==> config.mk <==
export PLATFORM = sky130hd
export DESIGN_NAME = sha_digest_uart_serializer
export DESIGN_NICKNAME = d
export VERILOG_FILES = /design/src/rtl/sha_digest_uart_serializer.sv
export SDC_FILE = /design/constraint.sdc
export NUM_CORES = 1
export LEC_CHECK = 0
export BUFFER_PORTS_ARGS = -buffer_cell sky130_fd_sc_hd__buf_2
export CORE_ASPECT_RATIO = 0.7
export CORE_UTILIZATION = 30
export CTS_CLUSTER_DIAMETER = 60
export DETAILED_ROUTE_END_ITERATION = 10
export PLACE_DENSITY = 0.51
export SYNTH_ARGS = -nofsm -noshare
export SYNTH_HDL_FRONTEND = slang
export SYNTH_SLANG_ARGS = --single-unit
==> constraint.sdc <==
create_clock -name i_Clock -period 2.3 [get_ports i_Clock]
set_clock_uncertainty 0.2 [all_clocks]
set_input_delay 0.23 -clock i_Clock [delete_from_list [all_inputs] [get_ports i_Clock]]
set_output_delay 0.23 -clock i_Clock [all_outputs]
set_load 0.01 [all_outputs]
==> src/rtl/sha_digest_uart_serializer.sv <==
// Streams a captured SHA digest to a UART transmitter one byte per handshake,
// as raw bytes or lowercase ASCII hex, optionally followed by CR/LF.
module sha_digest_uart_serializer #(
    parameter int DIGEST_WIDTH    = 256,
    parameter int UART_DATA_WIDTH = 8,
    parameter bit HEX_ASCII       = 1'b1,
    parameter bit APPEND_CRLF     = 1'b1
) (
    input  logic                       i_Clock,
    input  logic                       i_Rst_n,
    input  logic                       i_Digest_Valid,
    input  logic [DIGEST_WIDTH-1:0]    i_Digest,
    output logic                       o_Digest_Ready,
    output logic                       o_Tx_DV,
    output logic [UART_DATA_WIDTH-1:0] o_Tx_Byte,
    input  logic                       i_Tx_Active,
    input  logic                       i_Tx_Done,
    output logic                       o_Busy,
    output logic                       o_Frame_Done
);

    localparam int PAYLOAD = HEX_ASCII ? DIGEST_WIDTH / 4 : DIGEST_WIDTH / 8;
    localparam int NCHARS  = PAYLOAD + (APPEND_CRLF ? 2 : 0);
    localparam int CNT_W   = ($clog2(NCHARS) > 7) ? $clog2(NCHARS) : 7;
    localparam int STEP    = HEX_ASCII ? 4 : 8;

    typedef enum logic [2:0] {
        S_IDLE, S_LOAD, S_SEND, S_WAIT_DONE, S_WAIT_IDLE, S_FINISH
    } state_t;

    state_t                  state, state_nxt;
    logic [DIGEST_WIDTH-1:0] shift_reg;
    logic [CNT_W-1:0]        char_cnt;
    logic                    capture;
    logic                    advance;
    logic                    last_char;

    function automatic logic [7:0] hex_char(input logic [3:0] n);
        return (n < 4'd10) ? 8'h30 + {4'h0, n} : 8'h57 + {4'h0, n};
    endfunction

    // Once the payload is exhausted the counter selects CR, then LF.
    function automatic logic [7:0] form_char(input logic [7:0] top, input logic [CNT_W-1:0] cnt);
        if (cnt < CNT_W'(PAYLOAD))
            return HEX_ASCII ? hex_char(top[7:4]) : top;
        else if (cnt == CNT_W'(PAYLOAD))
            return 8'h0D;
        else
            return 8'h0A;
    endfunction

    assign last_char = (char_cnt == CNT_W'(NCHARS - 1));

    always_comb begin
        state_nxt = state;
        capture   = 1'b0;
        advance   = 1'b0;
        case (state)
            S_IDLE: begin
                if (i_Digest_Valid) begin
                    capture   = 1'b1;
                    state_nxt = S_LOAD;
                end
            end
            S_LOAD:      state_nxt = S_SEND;
            S_SEND:      state_nxt = S_WAIT_DONE;
            S_WAIT_DONE: if (i_Tx_Done) state_nxt = S_WAIT_IDLE;
            // Done may linger; waiting for both low lands us in transmitter idle.
            S_WAIT_IDLE: begin
                if (!i_Tx_Done && !i_Tx_Active) begin
                    advance   = 1'b1;
                    state_nxt = last_char ? S_FINISH : S_LOAD;
                end
            end
            S_FINISH:    state_nxt = S_IDLE;
            default:     state_nxt = S_IDLE;
        endcase
    end

    always_ff @(posedge i_Clock or negedge i_Rst_n) begin
        if (!i_Rst_n) begin
            state     <= S_IDLE;
            shift_reg <= '0;
            char_cnt  <= '0;
            o_Tx_Byte <= '0;
        end else begin
            state <= state_nxt;
            if (capture) begin
                shift_reg <= i_Digest;
                char_cnt  <= '0;
            end else if (advance) begin
                shift_reg <= shift_reg << STEP;
                char_cnt  <= char_cnt + 1'b1;
            end
            if (state == S_LOAD)
                o_Tx_Byte <= UART_DATA_WIDTH'(form_char(shift_reg[DIGEST_WIDTH-1 -: 8], char_cnt));
        end
    end

    assign o_Digest_Ready = (state == S_IDLE);
    assign o_Tx_DV        = (state == S_SEND);
    assign o_Busy         = (state != S_IDLE);
    assign o_Frame_Done   = (state == S_FINISH);

endmodule

==> flow_metrics.env <==
export IMPL_synth_mux_area_share_pct=0.0835
export IMPL_cts_sinks=273
export IMPL_p_seq_share_pct=45.4
export IMPL_min_period_ns=2.17
export IMPL_die_x_um=241
export IMPL_initial_utilization_pct=30.8
export IMPL_synth_most_common_cell="dfrtp_1"
export IMPL_area_growth_pct=48.6
export IMPL_postCtsResizedCells=0
export IMPL_synth_seq_cells=273
export IMPL_yosysWarnings=0
export IMPL_dp_hpwl_um=22800
export IMPL_end_kind="flip-flop"
export IMPL_die_area_um2=40800
export IMPL_cp_max_fo=22
export IMPL_io_pins=273
export IMPL_clk_latency_ns=0.55
export IMPL_synthTopCellsByCount="273 x dfrtp_1, 246 x a221o_1, 246 x and2_1"
export IMPL_cp_required_ns=2.53
export IMPL_yosys_area_top_type="dfrtp_1"
export IMPL_final_util_pct=45.8
export IMPL_cp_startpoint="state[2]"
export IMPL_antenna_left=0
export IMPL_clk_pin_slew_ns=0.06
export IMPL_hold_viol_final=0
export IMPL_synth_simple_area_share_pct=15.5
export IMPL_clockBufferDepth=3
export IMPL_synthCells=974
export IMPL_grt_remaining_overflow=0
export IMPL_synth_xor_area_share_pct=0
export IMPL_post_cts_buffers=0
export IMPL_total_leakage_power_nw=8.18
export IMPL_drt_wl_total_um=36800
export IMPL_synth_fa_ha_area_share_pct=0.418
export IMPL_grt_max_degree=100
export IMPL_drive_above_1_share_pct=24.6
export IMPL_slowest_stage="dfrtp_1"
export IMPL_synth_main_ff_cell="dfrtp_1"
export IMPL_power_switching_share_pct=30.1
export IMPL_rows=60
export IMPL_arrival_ns=2.40
export IMPL_worst_slew_pin_slew_ns=0.509
export IMPL_critical_path_class="reg2reg"
export IMPL_synth_compound_area_share_pct=23.2
export IMPL_clkPwrFrac_pct=26.4
export IMPL_async_flop_share_pct=100
export IMPL_p_switching_w=0.00571
export IMPL_ir_drop_mv=0.624
export IMPL_r2r_start="state[2]"
export IMPL_status="complete, no violations"
export IMPL_port_buffers=271
export IMPL_nets=1755
export IMPL_antenna_found_initial=6
export IMPL_die_h_um=169
export IMPL_drv_slew=0
export IMPL_drc=0
export IMPL_ys_seq_area_share_pct=57.0
export IMPL_maxSlewHeadroom_pct=65.7
export IMPL_p_comb_share_pct=28.3
export IMPL_viasPerCell=4.94
export IMPL_grt_pass1_vias=10500
export IMPL_internal_power_w=0.0132
export IMPL_cts_made_buffers=29
export IMPL_finalCritPeriodShare_pct=94.2
export IMPL_synth_area_per_cell_um2=12.3
export IMPL_drv_cap=0
export IMPL_synth_edf_count=0
export IMPL_setup_violations_final=0
export IMPL_grt_pass1_wl_um=58200
export IMPL_via_count=10100
export IMPL_cts_root_buf="clkbuf_16"
export IMPL_hp_class="in2async"
export IMPL_max_stage_delay_ns=0.56
export IMPL_max_freq_mhz=461
export IMPL_holdWs_ns=0.141
export IMPL_synth_top_family_by_area="compound AO/OA/AOI/OAI gates"
export IMPL_coreArea_um2=38900
export IMPL_cts_tree="built"
export IMPL_synth_area_um2=12000
export IMPL_htree_levels=1
export IMPL_powerDensity_nw_per_um2=1060
export IMPL_synth_top_area_share_pct=57.0
export IMPL_wire_per_inst_um=18.0
export IMPL_place_congestion=0.785
export IMPL_drt_first_pass_iters=5
export IMPL_track_usage_pct=18.0
export IMPL_syn_num_nets=1239
export IMPL_drt_iter0_markers=841
export IMPL_largest_reg_flops=256
export IMPL_synth_cell_types=45
export IMPL_cp_start_kind="flip-flop"
export IMPL_synthTopCellsByArea="dfrtp_1 57%, a221o_1 21%, and2_1 13%"
export IMPL_crit_chain="or3b_1 > nor2_4 > buf_12 > buf_4 > o21ai_0"
## per-layer routing
layer / vias to the layer above / track usage [%] / share of wire (%)
li1: 4780 / - / -
met1: 5000 / 26.0 / 48
met2: 249 / 27.6 / 46
met3: 62 / 3.29 / 4.4
met4: 2 / 4.46 / 2.2
met5: - / 0 / 0.035
## final cells by class
| type | count | area [um^2] |
|---|---|---|
| sequential | 273 | 6830 |
| inverter | 7 | 26.3 |
| multi-input combinational | 601 | 4710 |
| clock inverter | 12 | 201 |
| tap | 527 | 659 |
| fill | 3654 | 21100 |
| timing repair buffer | 578 | 4570 |
| clock buffer | 40 | 797 |
| antenna | 5 | 12.5 |
## power by group through the flow
stage,combinational [W],sequential (W),clock [W]
3_3_place_gp,0.00489,0.00863,0
3_5_place_dp,0.00507,0.00857,0
2_1_floorplan,0.00384,0.00799,0
5_1_grt,0.00595,0.00885,0.00536
6_report,0.00536,0.00860,0.00500
4_1_cts,0.00541,0.00857,0.00517
## cells in the final DEF, fill, tap and decap left out, types with 8 or more instances in the layout
cell	n
and2_1	246
clkbuf_1	8
dfrtp_1	273
buf_4	27
o21ai_0	15
dlygate4sd3_1	260
buf_2	270
buf_12	20
clkbuf_16	29
nand2_1	23
a221o_1	246
## stage by stage
step / std cells / setup slack [ns] / total power (W) / TNS, ns / cell area [um^2]
2_1_floorplan: 974 / 0.324 / 0.0118 / 0 / 12000
3_3_place_gp: 1725 / 0.192 / 0.0135 / 0 / 14200
3_5_place_dp: 1725 / 0.143 / 0.0136 / 0 / 14200
4_1_cts: 2038 / 0.131 / 0.0191 / 0 / 17800
5_1_grt: 2042 / -0.00711 / 0.0202 / -0.00711 / 17800
6_report: 2043 / 0.132 / 0.0190 / 0 / 17800
## worst max-delay path: cells and delay by family (launching register included)
kind / cells / cell delay [ns]
compound gates: 1 / 0.13
buf+inv: 2 / 0.45
flops: 1 / 0.56
simple gates: 2 / 0.69
## logic make-up after synthesis
logic type	count (synthesis)
AO/OA/AOI/OAI	293
adder cells (fa/ha/maj)	4
buffers and inverters	100
flip-flops	273
multiplexers	1
other	1
AND/OR/NAND/NOR	302
## what timing repair did
action                     CTS  global route
hold endpoints to repair   537             0
setup endpoints to repair    0             0
hold buffers               261             0
## path summary, 6_finish.rpt
path / to / slack [ns] / cells after the start
worst min-delay path: shift_reg[121] / 0.14 / 3
max in group asynchronous: shift_reg[34] / 1.32 / 3
min in group i_Clock: shift_reg[0] / 0.24 / 4
worst max-delay path: shift_reg[3] / 0.13 / 5
worst max register to register: shift_reg[3] / 0.13 / 5
worst min register to register: o_Tx_Byte[4] / 0.27 / 2
(Power assumes the default switching activity.)
